## src/rtl/riscv_ifetch_pkg.sv

```systemverilog
// Shared widths, NOP constant and fetch FSM encoding for the instruction-fetch responder.
// Imported by the bus interface, the fetch block and its bench.
package riscv_ifetch_pkg;

   localparam int InstAddrBus = 32;
   localparam int InstBus     = 32;

   typedef logic [InstAddrBus-1:0] addr_t;
   typedef logic [InstBus-1:0]     inst_t;

   localparam inst_t NOP_INST = 32'h0000_0013;

   typedef enum logic {
      S_IDLE = 1'b0,
      S_WAIT = 1'b1
   } fetch_state_e;

endpackage

```

## src/rtl/riscv_ifetch_if.sv

```systemverilog
// Instruction-memory request/acknowledge bus; master = fetch unit, slave = memory.
// One request held stable until the single-cycle acknowledge that carries the word.
interface riscv_ifetch_if;
   import riscv_ifetch_pkg::*;

   logic  mem_req_o;
   addr_t mem_addr_o;
   logic  mem_ack_i;
   inst_t mem_rdata_i;

   modport master (output mem_req_o, mem_addr_o, input  mem_ack_i, mem_rdata_i);
   modport slave  (input  mem_req_o, mem_addr_o, output mem_ack_i, mem_rdata_i);

endinterface

```

## src/rtl/riscv_ifetch.sv

```systemverilog
// Instruction fetch: one bus transaction per PC, 2 cycles/instr plus bus wait states; stall_i holds IDLE,
// stall_req_o is high during WAIT, flushes drop in-flight data. IMEM_ALIGN_CHK_EN enables the misaligned-PC trap.
module riscv_ifetch
   import riscv_ifetch_pkg::*;
(
   input  logic                  clk,
   input  logic                  rst_n,
   input  addr_t                 pc_i,
   input  logic                  stall_i,
   input  logic                  flush_i,
   output logic                  stall_req_o,
   riscv_ifetch_if.master        mem,
   output inst_t                 inst_o,
   output addr_t                 inst_pc_o,
   output logic                  inst_valid_o,
   output logic                  inst_misalign_o
);

`ifdef IMEM_ALIGN_CHK_EN
   localparam bit AlignChk = 1'b1;
`else
   localparam bit AlignChk = 1'b0;
`endif

   fetch_state_e state_q;
   logic         drop_q;
   logic         mem_req_q;
   addr_t        mem_addr_q;
   inst_t        inst_q;
   addr_t        inst_pc_q;
   logic         inst_valid_q;
   logic         misalign_q;
   logic         pc_misaligned;

   // Without the alignment check this is constant 0, so misalign_q never sets.
   assign pc_misaligned = AlignChk && (pc_i[1:0] != 2'b00);

   always_ff @(posedge clk or negedge rst_n) begin
      if (!rst_n) begin
         state_q      <= S_IDLE;
         drop_q       <= 1'b0;
         mem_req_q    <= 1'b0;
         mem_addr_q   <= '0;
         inst_q       <= NOP_INST;
         inst_pc_q    <= '0;
         inst_valid_q <= 1'b0;
         misalign_q   <= 1'b0;
      end else begin
         case (state_q)
            S_IDLE: begin
               if (flush_i) begin
                  inst_valid_q <= 1'b0;
                  misalign_q   <= 1'b0;
               end else if (!stall_i) begin
                  inst_valid_q <= 1'b0;
                  if (pc_misaligned) begin
                     misalign_q <= 1'b1;
                     inst_pc_q  <= pc_i;
                  end else begin
                     misalign_q <= 1'b0;
                     mem_req_q  <= 1'b1;
                     mem_addr_q <= pc_i;
                     state_q    <= S_WAIT;
                  end
               end
            end
            S_WAIT: begin
               // The request is never withdrawn; a flush only marks the word as stale.
               if (mem.mem_ack_i) begin
                  mem_req_q <= 1'b0;
                  drop_q    <= 1'b0;
                  state_q   <= S_IDLE;
                  if (drop_q || flush_i) begin
                     inst_valid_q <= 1'b0;
                  end else begin
                     inst_q       <= mem.mem_rdata_i;
                     inst_pc_q    <= mem_addr_q;
                     inst_valid_q <= 1'b1;
                  end
               end else if (flush_i) begin
                  drop_q <= 1'b1;
               end
            end
            default: state_q <= S_IDLE;
         endcase
      end
   end

   assign stall_req_o     = (state_q == S_WAIT);
   assign mem.mem_req_o   = mem_req_q;
   assign mem.mem_addr_o  = mem_addr_q;
   assign inst_o          = inst_q;
   assign inst_pc_o       = inst_pc_q;
   assign inst_valid_o    = inst_valid_q;
   assign inst_misalign_o = misalign_q;

endmodule

```

## src/flat_wrapper.sv

```systemverilog
// flat-port wrapper written by rule: the top's interface ports become plain ports
module riscv_ifetch_flat import riscv_ifetch_pkg::*;
  (clk, rst_n, pc_i, stall_i, flush_i, stall_req_o, inst_o, inst_pc_o, inst_valid_o, inst_misalign_o, mem_mem_req_o, mem_mem_addr_o, mem_mem_ack_i, mem_mem_rdata_i);
  riscv_ifetch_if mem_i ();
  input  logic clk;
  input  logic rst_n;
  input  addr_t pc_i;
  input  logic stall_i;
  input  logic flush_i;
  output logic stall_req_o;
  output inst_t inst_o;
  output addr_t inst_pc_o;
  output logic inst_valid_o;
  output logic inst_misalign_o;
  output wire logic [$bits(mem_i.mem_req_o)-1:0] mem_mem_req_o;
  output wire logic [$bits(mem_i.mem_addr_o)-1:0] mem_mem_addr_o;
  input wire logic [$bits(mem_i.mem_ack_i)-1:0] mem_mem_ack_i;
  input wire logic [$bits(mem_i.mem_rdata_i)-1:0] mem_mem_rdata_i;
  assign mem_mem_req_o = mem_i.mem_req_o;
  assign mem_mem_addr_o = mem_i.mem_addr_o;
  assign mem_i.mem_ack_i = mem_mem_ack_i;
  assign mem_i.mem_rdata_i = mem_mem_rdata_i;
  riscv_ifetch u_core (.clk(clk), .rst_n(rst_n), .pc_i(pc_i), .stall_i(stall_i), .flush_i(flush_i), .stall_req_o(stall_req_o), .mem(mem_i), .inst_o(inst_o), .inst_pc_o(inst_pc_o), .inst_valid_o(inst_valid_o), .inst_misalign_o(inst_misalign_o));
endmodule
```

## config.mk

```make
export PLATFORM = sky130hd
export DESIGN_NAME = riscv_ifetch_flat
export DESIGN_NICKNAME = d
export VERILOG_FILES = /design/src/rtl/riscv_ifetch_pkg.sv /design/src/rtl/riscv_ifetch_if.sv /design/src/rtl/riscv_ifetch.sv /design/src/flat_wrapper.sv
export SDC_FILE = /design/constraint.sdc
export NUM_CORES = 1
export LEC_CHECK = 0
export CAP_MARGIN = 20
export CORE_MARGIN = 2
export CORE_UTILIZATION = 44
export CTS_BUF_LIST = sky130_fd_sc_hd__clkbuf_4
export CTS_CLUSTER_DIAMETER = 80
export DETAILED_ROUTE_END_ITERATION = 7
export GPL_ROUTABILITY_DRIVEN = 0
export PLACE_DENSITY = 0.83
export SETUP_SLACK_MARGIN = 0.02
export SLEW_MARGIN = 15
export SYNTH_ARGS = -nofsm -noshare
export SYNTH_HDL_FRONTEND = slang
export SYNTH_SLANG_ARGS = --single-unit
```

## constraint.sdc

```tcl
create_clock -name clk -period 2.05 [get_ports clk]
set_input_delay 0.205 -clock clk [delete_from_list [all_inputs] [get_ports clk]]
set_output_delay 0.205 -clock clk [all_outputs]
set_load 0.02 [all_outputs]
```

==> summary.md, run 1 <==
| Metric | Value |
|---|---|
| Syn Area/Cell | `17.95 um2` |
| Vias in the first global route | `2659` |
| Kind of end point of the critical path | `output port` |
| Number of violations of the max-capacitance limit | `0` |
| Aggregate negative setup slack | `0 ns` |
| Maximum root-to-sink buffer count | `2` |
| Most common cell in the netlist | `sky130_fd_sc_hd__dfrtp_1` |
| Buf+Inv Stages, Crit Path | `1` |
| Critical Path RT | `1.85 ns` |
| TritonCTS Buffers | `9` |
| Flops & latches, synth | `100` |
| Proportion of power drawn by the clock network | `11.3%` |
| Count of nets left with antenna violations after detail routing | `0` |
| Final HPWL DP | `6268 um` |
| Fraction of synthesis flops using an asynchronous set or reset pin | `100.0%` |
| Area contributors post-synth | `sky130_fd_sc_hd__dfrtp_1, sky130_fd_sc_hd__mux2_2, sky130_fd_sc_hd__mux2_4, sky130_fd_sc_hd__dfstp_2, sky130_fd_sc_hd__buf_6` |
| Maximum clock rate | `0.5285 GHz` |
| DRC violation count after routing | `0` |
| Combinational share of power | `47.6%` |
| Sum of internal, switching and leakage power | `7.757 mW` |
| Peak fanout along the critical path | `9` |
| Clock latency at the later pin of the worst-skew pair | `0.43 ns` |
| Reported net switching power | `2.632 mW` |
| Delay of the slowest cell on the worst path | `0.68 ns` |
| Chip width | `98.51 um` |
| Final global-route overflow total | `0` |
| Filler instances | `633` |
| Count of synthesis-stage warnings from yosys | `0` |
| Clock tree from TritonCTS | `built` |
| Hold Fails Final Rpt | `0` |
| CORE AREA | `8678 um2` |
| Int Power | `5.125 mW` |
| Leakage dissipation | `2.477 nW` |
| RSZ-0062 raised after global routing | `false` |
| Nets | `463` |
| Initial core utilization | `45.29%` |
| Share of power burned in registers | `41.1%` |
| Post-synth top area cell | `sky130_fd_sc_hd__dfrtp_1` |
| Syn_nets | `288` |
| Initial antenna violation count | `0` |
| Post-synth top cells | `sky130_fd_sc_hd__dfrtp_1, sky130_fd_sc_hd__mux2_2, sky130_fd_sc_hd__mux2_4` |
| Maximum ir drop on the vdd rail | `0.0006669 V` |
| Post-CTS Setup Inserts | `0` |
| Post-Syn Area | `3930 um2` |
| Result of the run | `finished clean` |
| Drt first pass iters | `4` |
| First-pass GRT wire length | `13950 um` |
| Kind of start point of the critical path | `flip-flop` |
| Pwr/cell area | `1325 nW/um2` |
| Vias after detailed routing | `2477` |
| Family with the most delay on the worst path | `buffers and inverters` |
| Critical Path AT | `1.69 ns` |
| Maximum number of pins on one net before global-route repair | `52` |
| Total Die Area | `9704 um2` |
| Count of pins on the block boundary | `169` |
| Max H-tree Level | `3` |
| Growth of design area from synthesis to finish | `49.00%` |
| Net switching share of the total power | `33.93%` |
| Critical-path top delay cell | `sky130_fd_sc_hd__clkdlybuf4s50_1` |
| Top cell type's share of synthesized area | `61.76%` |
| Starting DRC count in detailed routing | `39` |
| Final Routed Wirelength | `8577 um` |
| EDFF count, synth | `0` |
| Number of setup violations in the final report | `0` |
| Final cycle utilization of the critical path | `92.31%` |
| Detailed-route wire length per cell | `16.95 um` |
| Time the worst path needs with I/O delays and setup | `1.892 ns` |
| Proportion of layout cells with a drive suffix above 1 | `31.16%` |
| Antenna Cells | `0` |
| Number of distinct library cell variants in the gate-level netlist after synthesis | `18` |
| Gate count of the mapped netlist | `219` |
| Number of clock sinks | `100` |
| Sequential area share after synthesis | `63.77%` |
| Routed vias/inst | `4.895` |
| Setup CP Type | `flip-flop to output port` |
| Classification of the worst-slack hold path | `primary input to asynchronous set/reset pin` |
| Clock-pin slew reported for the worst setup and hold paths after clock tree synthesis | `0.15 ns` |
| Std-Cell Rows | `34` |
| CP cell instances | `clkdlybuf4s50_1` |
| Dominant register cell in the synthesized netlist | `sky130_fd_sc_hd__dfrtp_1` |
| Number of buffer cells added on primary ports | `167` |
| Final worst clock skew | `0.01995 ns` |
| Die height | `98.51 um` |
| Buffer cell driving the clock tree root | `sky130_fd_sc_hd__clkbuf_4` |
| Max-slew violation count | `0` |
| Global-route usage over all layers | `18.13%` |
[routing by layer]
| layer | global-route usage, % | share of wire, % | vias up |
|---|---|---|---|
| met5 | 0 | 0 | - |
| met4 | 6.428 | 1.2 | 0 |
| met3 | 4.681 | 6.7 | 10 |
| met2 | 29.57 | 50 | 101 |
| met1 | 23.69 | 42 | 1247 |
| li1 | - | - | 1119 |
[layout by cell type (no fill, tap or decap)]
master and count:
sky130_fd_sc_hd__buf_4 6, sky130_fd_sc_hd__clkinv_1 1, sky130_fd_sc_hd__a311o_1 1, sky130_fd_sc_hd__dlygate4sd3_1 1, sky130_fd_sc_hd__a21oi_1 2, sky130_fd_sc_hd__conb_1 1
sky130_fd_sc_hd__nor4bb_1 1, sky130_fd_sc_hd__and4bb_4 1, sky130_fd_sc_hd__inv_1 1, sky130_fd_sc_hd__mux2_4 40, sky130_fd_sc_hd__a21o_1 1, sky130_fd_sc_hd__clkinv_4 1
sky130_fd_sc_hd__clkdlybuf4s50_1 166, sky130_fd_sc_hd__mux2_1 1, sky130_fd_sc_hd__clkbuf_4 11, sky130_fd_sc_hd__dfrtp_1 97, sky130_fd_sc_hd__mux2_2 55, sky130_fd_sc_hd__o21ba_2 1
sky130_fd_sc_hd__buf_12 3, sky130_fd_sc_hd__dfstp_2 3, sky130_fd_sc_hd__o2bb2ai_1 1, sky130_fd_sc_hd__nor3_4 1, sky130_fd_sc_hd__clkinvlp_4 2
[area by class of cell]
class / instances / area [um2] / area share [%]
clock inverter: 4 / 27.53 / 0.4701
tap: 108 / 135.1 / 2.308
timing repair buffer: 176 / 1777 / 30.34
clock buffer: 11 / 82.58 / 1.410
sequential: 100 / 2506 / 42.80
multi-input combinational: 106 / 1324 / 22.61
inverter: 1 / 3.754 / 0.06410
[flip-flops by register name, summed over array words and instances, names as in the netlist]
signal                 count
u_core.stall_req_o         1
u_core.mem.mem_addr_o     32
u_core.mem.mem_req_o       1
u_core.inst_pc_o          32
u_core.drop_q              1
u_core.inst_valid_o        1
u_core.inst_o             32
[kinds of logic after synthesis]
kind of cell	Yosys count	share of synthesized area, %
flops	100	63.77
other cells	1	0.09542
compound gates	6	1.178
simple gates	3	0.9870
mux	96	31.33
buf+inv	13	2.642
[per-stage QoR]
| stage | utilization, % | hold WS (ns) | instance area [um2] | worst slack (ns) | cells |
|---|---|---|---|---|---|
| 2_1_floorplan | - | -0.09059 | 3930 | 0.4371 | 219 |
| 3_3_place_gp | 66.09 | 0.1936 | 5736 | 0.3208 | 490 |
| 3_5_place_dp | 66.09 | 0.1944 | 5736 | 0.2615 | 490 |
| 4_1_cts | 67.47 | 0.2471 | 5856 | 0.1329 | 506 |
| 5_1_grt | 67.47 | 0.2723 | 5856 | 0.08237 | 506 |
| 6_report | 67.47 | 0.2470 | 5856 | 0.1577 | 506 |
[final timing paths]
check,startpoint,end,slack (ns),depth (start not counted)
setup / recovery,u_core.stall_req_o,stall_req_o,0.16,1
hold / removal,rst_n,u_core.inst_o[5],0.25,2
setup reg to reg,u_core.stall_req_o,u_core.inst_pc_o[12],0.39,3
hold reg to reg,u_core.inst_pc_o[11],u_core.inst_pc_o[11],0.53,1
max in group asynchronous,rst_n,u_core.inst_o[1],1.08,3
min in group clk,pc_i[20],u_core.mem.mem_addr_o[20],0.37,2
[what timing repair did]
item	4_1_cts	5_1_grt
hold endpoints to repair	35	0
setup endpoints to repair	0	0
hold buffers	1	0
gates resized for setup	0	0
[power groups by stage]
stage | Sequential, mW | Clock [mW] | Combinational, mW
2_1_floorplan | 4.10 | 0 | 0.935
3_3_place_gp | 3.19 | 0 | 3.67
3_5_place_dp | 3.23 | 0 | 3.73
4_1_cts | 3.20 | 0.907 | 3.74
5_1_grt | 3.30 | 0.992 | 3.86
6_report | 3.19 | 0.873 | 3.69
No activity file was read; power rests on OpenSTA's default activity.
==> run 2: changes to the inputs <==
--- a/config.mk
+++ b/config.mk
@@ -13,7 +13,7 @@
 export DETAILED_ROUTE_END_ITERATION = 7
 export GPL_ROUTABILITY_DRIVEN = 0
 export PLACE_DENSITY = 0.83
-export SETUP_SLACK_MARGIN = 0.02
+export SETUP_SLACK_MARGIN = 0.15
 export SLEW_MARGIN = 15
 export SYNTH_ARGS = -nofsm -noshare
 export SYNTH_HDL_FRONTEND = slang
==> summary.md, run 2 (same netlist as run 1, synthesis figures left out) <==
| Metric | Value |
|---|---|
| Maximum root-to-sink buffer count | `2 (unchanged)` |
| Hold Fails Final Rpt | `0 (unchanged)` |
| RSZ-0062 raised after global routing | `false` |
| TritonCTS Buffers | `9 (unchanged)` |
| Peak fanout along the critical path | `2 (-7)` |
| Starting DRC count in detailed routing | `39 (unchanged)` |
| Net switching share of the total power | `33.92% (about the same)` |
| Vias in the first global route | `2659 (unchanged)` |
| Final global-route overflow total | `0 (unchanged)` |
| Die height | `98.51 um (unchanged)` |
| Antenna Cells | `0 (unchanged)` |
| Routing usage on met3 | `4.681% (unchanged)` |
| Aggregate negative setup slack | `0 ns (unchanged)` |
| Met1 usage in global routing | `23.69% (unchanged)` |
| Critical Path AT | `1.59 ns (-0.10 ns)` |
| Vias after detailed routing | `2477 (unchanged)` |
| Kind of end point of the critical path | `output port` |
| Time the worst path needs with I/O delays and setup | `1.795 ns (-0.09773 ns)` |
| Number of setup violations in the final report | `0 (unchanged)` |
| Max H-tree Level | `3 (unchanged)` |
| Post-CTS Setup Inserts | `0 (unchanged)` |
| Detailed-route wire length per cell | `16.95 um (about the same)` |
| Kind of start point of the critical path | `flip-flop` |
| Global-route usage over all layers | `18.13% (unchanged)` |
| CORE AREA | `8678 um2 (unchanged)` |
| Chip width | `98.51 um (unchanged)` |
| Maximum number of pins on one net before global-route repair | `52 (unchanged)` |
| Clock-pin slew reported for the worst setup and hold paths after clock tree synthesis | `0.15 ns (about the same)` |
| Clock tree from TritonCTS | `built` |
| Family with the most delay on the worst path | `buffers and inverters` |
| Final HPWL DP | `6268 um (unchanged)` |
| Number of violations of the max-capacitance limit | `0 (unchanged)` |
| Maximum ir drop on the vdd rail | `0.0006672 V (about the same)` |
| Share of power burned in registers | `41.1% (about the same)` |
| Critical-path top delay cell | `sky130_fd_sc_hd__clkdlybuf4s50_1` |
| Proportion of layout cells with a drive suffix above 1 | `31.41% (+0.25 points)` |
| First-pass GRT wire length | `13950 um (unchanged)` |
| First element of the critical path | `u_core.inst_o[4]` |
| Combinational share of power | `47.6% (about the same)` |
| Critical Path RT | `1.85 ns (about the same)` |
| Number of buffer cells added on primary ports | `167 (unchanged)` |
| M2 GR Usage | `29.57% (unchanged)` |
| Total Die Area | `9704 um2 (unchanged)` |
| Final hold slack | `0.2471 ns (+0.00005300 ns)` |
| Nets | `463 (unchanged)` |
| DRC violation count after routing | `0 (unchanged)` |
| Classification of the worst-slack hold path | `primary input to asynchronous set/reset pin` |
| Number of clock sinks | `100 (unchanged)` |
| Count of nets left with antenna violations after detail routing | `0 (unchanged)` |
| Critical path depth | `1 (unchanged)` |
| Reported net switching power | `2.632 mW (about the same)` |
| Proportion of power drawn by the clock network | `11.2% (about the same)` |
| Max-slew violation count | `0 (unchanged)` |
| Origin of the critical flop-to-flop path | `u_core.stall_req_o` |
| Initial core utilization | `45.29% (unchanged)` |
| Pwr/cell area | `1325 nW/um2 (about the same)` |
| Growth of design area from synthesis to finish | `49.03% (about the same)` |
| Drt first pass iters | `4 (unchanged)` |
| CP cell instances | `clkdlybuf4s50_1` |
| Routed vias/inst | `4.895 (unchanged)` |
| Buf+Inv Stages, Crit Path | `1 (unchanged)` |
| Maximum clock rate | `0.5572 GHz (+5.4%)` |
| FF-to-FF path depth | `3 (unchanged)` |
| Buffer cell driving the clock tree root | `sky130_fd_sc_hd__clkbuf_4` |
| Final cycle utilization of the critical path | `87.54% (-4.8 points)` |
| Initial antenna violation count | `0 (unchanged)` |
| Int Power | `5.126 mW (about the same)` |
| Final worst clock skew | `0.01985 ns (-0.00009560 ns)` |
| Layer with the highest usage | `met2` |
| Filler instances | `632 (-0.16%)` |
| Setup CP Type | `flip-flop to output port` |
| Clock latency at the later pin of the worst-skew pair | `0.43 ns (about the same)` |
| Std-Cell Rows | `34 (unchanged)` |
| Result of the run | `finished clean` |
| Final Routed Wirelength | `8575 um (about the same)` |
| Most frequent cells in the layout | `sky130_fd_sc_hd__clkdlybuf4s50_1, sky130_fd_sc_hd__dfrtp_1, sky130_fd_sc_hd__mux2_2` |
| Sum of internal, switching and leakage power | `7.758 mW (about the same)` |
| Leakage dissipation | `2.476 nW (about the same)` |
| Count of pins on the block boundary | `169 (unchanged)` |
| Commonest non-fill, non-tap cell in the layout | `sky130_fd_sc_hd__clkdlybuf4s50_1` |
| Delay of the slowest cell on the worst path | `0.59 ns (-0.09 ns)` |
[run 2: cell counts in the layout (fill, tap and decap cells not counted)]
No cell type changed its count.
[run 2: power by group through the flow]
stage	logic, mW	clock network, mW	registers [mW]
floorplan	0.935	0	4.10
global placement	3.67	0	3.19
detailed placement	3.73	0	3.23
CTS	3.74	0.907	3.20
global route	3.86	0.992	3.30
finish	3.69	0.873	3.19
[run 2: worst paths after layout]
| check | end | slack (ns) |
|---|---|---|
| setup / recovery | inst_o[4] | 0.26 |
| hold / removal | u_core.inst_o[5] | 0.25 |
| setup reg to reg | u_core.inst_pc_o[12] | 0.50 |
| hold reg to reg | u_core.inst_pc_o[11] | 0.53 |
| max in group asynchronous | u_core.inst_o[1] | 1.08 |
| min in group clk | u_core.mem.mem_addr_o[20] | 0.37 |
[run 2: final cells by class]
| cell class | instances | area (um2) | area share (%) |
|---|---|---|---|
| sequential | 100 | 2507 | 42.81 |
| timing repair buffer | 176 | 1777 | 30.34 |
| multi-input combinational | 106 | 1324 | 22.60 |
| tap | 108 | 135.1 | 2.307 |
| clock buffer | 11 | 82.58 | 1.410 |
| clock inverter | 4 | 27.53 | 0.4700 |
| inverter | 1 | 3.754 | 0.06409 |
[run 2: timing repair]
action / in CTS / in global routing
resized for setup: 1 / 0
hold buffers: 1 / 0
setup endpoints to repair: 1 / 0
hold endpoints to repair: 35 / 0
[run 2: metal layers]
| metal | wire (um) | vias to the layer above |
|---|---|---|
| met5 | 0 | - |
| met4 | 99 | 0 |
| met3 | 574 | 10 |
| met2 | 4315 | 101 |
| met1 | 3585 | 1247 |
| li1 | - | 1119 |
[run 2: per-stage QoR]
step,area [um2],setup WS (ns),utilization [%],cells
6_report,5857,0.2555,67.49,506
3_3_place_gp,5736,0.3208,66.09,490
3_5_place_dp,5736,0.2615,66.09,490
2_1_floorplan,3930,0.4371,-,219
4_1_cts,5857,0.2197,67.49,506
5_1_grt,5857,0.1958,67.49,506
==> run 3: changes to the inputs <==
--- a/config.mk
+++ b/config.mk
@@ -12,9 +12,9 @@
 export CTS_CLUSTER_DIAMETER = 80
 export DETAILED_ROUTE_END_ITERATION = 7
 export GPL_ROUTABILITY_DRIVEN = 0
-export PLACE_DENSITY = 0.83
+export PLACE_DENSITY_LB_ADDON = 0.08
 export SETUP_SLACK_MARGIN = 0.15
-export SLEW_MARGIN = 15
+export SLEW_MARGIN = 0
 export SYNTH_ARGS = -nofsm -noshare
 export SYNTH_HDL_FRONTEND = slang
 export SYNTH_SLANG_ARGS = --single-unit
==> summary.md, run 3 (same netlist as run 1, synthesis figures left out) <==
| Metric | Value |
|---|---|
| Result of the run | `finished clean` |
| Design Area, Final | `5899 um2 (+0.73%)` |
| First-pass GRT wire length | `13730 um (-1.6%)` |
| Sum of internal, switching and leakage power | `7.898 mW (+1.8%)` |
| Time the worst path needs with I/O delays and setup | `1.786 ns (-0.008068 ns)` |
| Clock-pin slew reported for the worst setup and hold paths after clock tree synthesis | `0.14 ns (about the same)` |
| Total Die Area | `9704 um2 (unchanged)` |
| Final global-route overflow total | `0 (unchanged)` |
| Maximum root-to-sink buffer count | `2 (unchanged)` |
| Max-slew violation count | `0 (unchanged)` |
| Vias in the first global route | `2682 (+0.86%)` |
| RSZ-0062 raised after global routing | `false` |
| Commonest non-fill, non-tap cell in the layout | `sky130_fd_sc_hd__clkdlybuf4s50_1` |
| Die height | `98.51 um (unchanged)` |
| Proportion of layout cells with a drive suffix above 1 | `31.83% (+0.42 points)` |
| Max H-tree Level | `3 (unchanged)` |
| Starting DRC count in detailed routing | `34 (-13%)` |
| Leakage dissipation | `2.495 nW (+0.77%)` |
| TritonCTS Buffers | `9 (unchanged)` |
| Origin of the critical flop-to-flop path | `u_core.stall_req_o` |
| Hold Fails Final Rpt | `0 (unchanged)` |
| Register area | `2507 um2 (unchanged)` |
| Final Routed Wirelength | `8465 um (-1.3%)` |
| Setup CP Type | `flip-flop to output port` |
| Critical-path top delay cell | `sky130_fd_sc_hd__clkdlybuf4s50_1` |
| Maximum clock rate | `0.5598 GHz (+0.45%)` |
| CP cell instances | `clkdlybuf4s50_1` |
| CORE AREA | `8678 um2 (unchanged)` |
| Count of nets left with antenna violations after detail routing | `0 (unchanged)` |
| FF-to-FF path depth | `3 (unchanged)` |
| Drt first pass iters | `4 (unchanged)` |
| Final worst clock skew | `0.02110 ns (+0.001249 ns)` |
| Worst setup slack after layout | `0.2635 ns (+0.008068 ns)` |
| R2r setup slk | `0.53 ns (+0.03 ns)` |
| Placed cell areas | `5748 um2 (+0.22%)` |
| Clock tree from TritonCTS | `built` |
| Final cycle utilization of the critical path | `87.15% (-0.39 points)` |
| Global-route usage over all layers | `17.92% (-0.21 points)` |
| Final core utilization | `67.98% (+0.49 points)` |
| Std-Cell Rows | `34 (unchanged)` |
| Filler instances | `638 (+0.95%)` |
| Crit Reg-Reg Endpoint | `u_core.inst_pc_o[11]` |
| Number of clock sinks | `100 (unchanged)` |
| Detailed-route wire length per cell | `16.70 um (-1.5%)` |
| Delay of the slowest cell on the worst path | `0.60 ns (about the same)` |
| Initial antenna violation count | `0 (unchanged)` |
| Maximum number of pins on one net before global-route repair | `39 (-25%)` |
| Critical Path AT | `1.58 ns (about the same)` |
| Most frequent cells in the layout | `sky130_fd_sc_hd__clkdlybuf4s50_1, sky130_fd_sc_hd__dfrtp_1, sky130_fd_sc_hd__mux2_2` |
| Family with the most delay on the worst path | `buffers and inverters` |
| Number of setup violations in the final report | `0 (unchanged)` |
| DRC violation count after routing | `0 (unchanged)` |
| Count of pins on the block boundary | `169 (unchanged)` |
| Area used by multi-input combinational logic | `1324 um2 (unchanged)` |
| Aggregate negative setup slack | `0 ns (unchanged)` |
| Chip width | `98.51 um (unchanged)` |
| Routed vias/inst | `4.874 (-0.44%)` |
| Growth of design area from synthesis to finish | `50.11%` |
| Classification of the worst-slack hold path | `primary input to asynchronous set/reset pin` |
| Final HPWL DP | `6064 um (-3.3%)` |
| Worst setup timing slack at the placement stage | `0.2776 ns (+0.01616 ns)` |
| Peak fanout along the critical path | `2 (unchanged)` |
| Clock latency at the later pin of the worst-skew pair | `0.43 ns (about the same)` |
| Vias after detailed routing | `2471 (-0.24%)` |
| Number of violations of the max-capacitance limit | `0 (unchanged)` |
| Antenna Cells | `0 (unchanged)` |
| Initial core utilization | `45.29% (unchanged)` |
| Buf+Inv Stages, Crit Path | `1 (unchanged)` |
| Pwr/cell area | `1339 nW/um2 (+1.1%)` |
| Kind of end point of the critical path | `output port` |
| Number of buffer cells added on primary ports | `167 (unchanged)` |
| Critical Path RT | `1.85 ns (about the same)` |
| Kind of start point of the critical path | `flip-flop` |
| Maximum ir drop on the vdd rail | `0.0007290 V (+9.3%)` |
| Nets | `463 (unchanged)` |
| Buffer cell driving the clock tree root | `sky130_fd_sc_hd__clkbuf_4` |
-- run 3: worst reg2reg max path, stage by stage (launching register included) --
cell and delay (ns):
sky130_fd_sc_hd__dfrtp_2 0.49, sky130_fd_sc_hd__and4bb_4 0.30, sky130_fd_sc_hd__buf_12 0.25, sky130_fd_sc_hd__mux2_2 0.38
-- run 3: repair_timing --
| item | in CTS | in global routing |
|---|---|---|
| setup endpoints to repair | 1 | 0 |
| endpoints found under the hold margin | 34 | 0 |
| resized for setup | 1 | 0 |
| hold buffers | 1 | 0 |
| setup buffers | 0 | 0 |
-- run 3: per-layer routing --
layer	vias to the layer above	track usage (%)	share of wire [%]
met2	99	28.52	47
met4	0	3.688	1.2
met5	-	0	0
li1	1117	-	-
met1	1247	23.14	43
met3	8	7.801	8.9
-- run 3: stage by stage --
stage	hold slack [ns]	std cells
after floorplan	-0.09059	219
final	0.2603	507
after global routing	0.2822	507
after detailed placement	0.2025	490
after CTS	0.2447	507
after global placement	0.2004	490
-- run 3: area by class of cell --
type	instances	share of cell area [%]
flip-flops and latches	100	42.50
repair buffers	176	30.33
multi-input cells	106	22.44
well taps	108	2.291
clock inverters	7	1.230
clock buffers	9	1.145
inverters	1	0.06363
-- run 3: worst max-delay path by stage --
stage	start	end	slack [ns]	depth (start not counted)
final	u_core.inst_o[4]	inst_o[4]	0.26	1
after floorplan	u_core.stall_req_o	u_core.inst_o[10]	0.44	5
after global placement	flush_i	u_core.inst_o[31]	0.31	4
after detailed placement	flush_i	u_core.inst_pc_o[5]	0.28	4
after CTS	u_core.inst_o[4]	inst_o[4]	0.22	1
after global routing	u_core.inst_o[4]	inst_o[4]	0.18	1
-- run 3: power by group --
part | switching (mW) | leakage [nW] | total, mW | internal [mW]
logic | 1.58 | 1.23 | 3.70 | 2.13
clock network | 0.647 | 0.0727 | 1.02 | 0.377
registers | 0.439 | 1.19 | 3.17 | 2.73
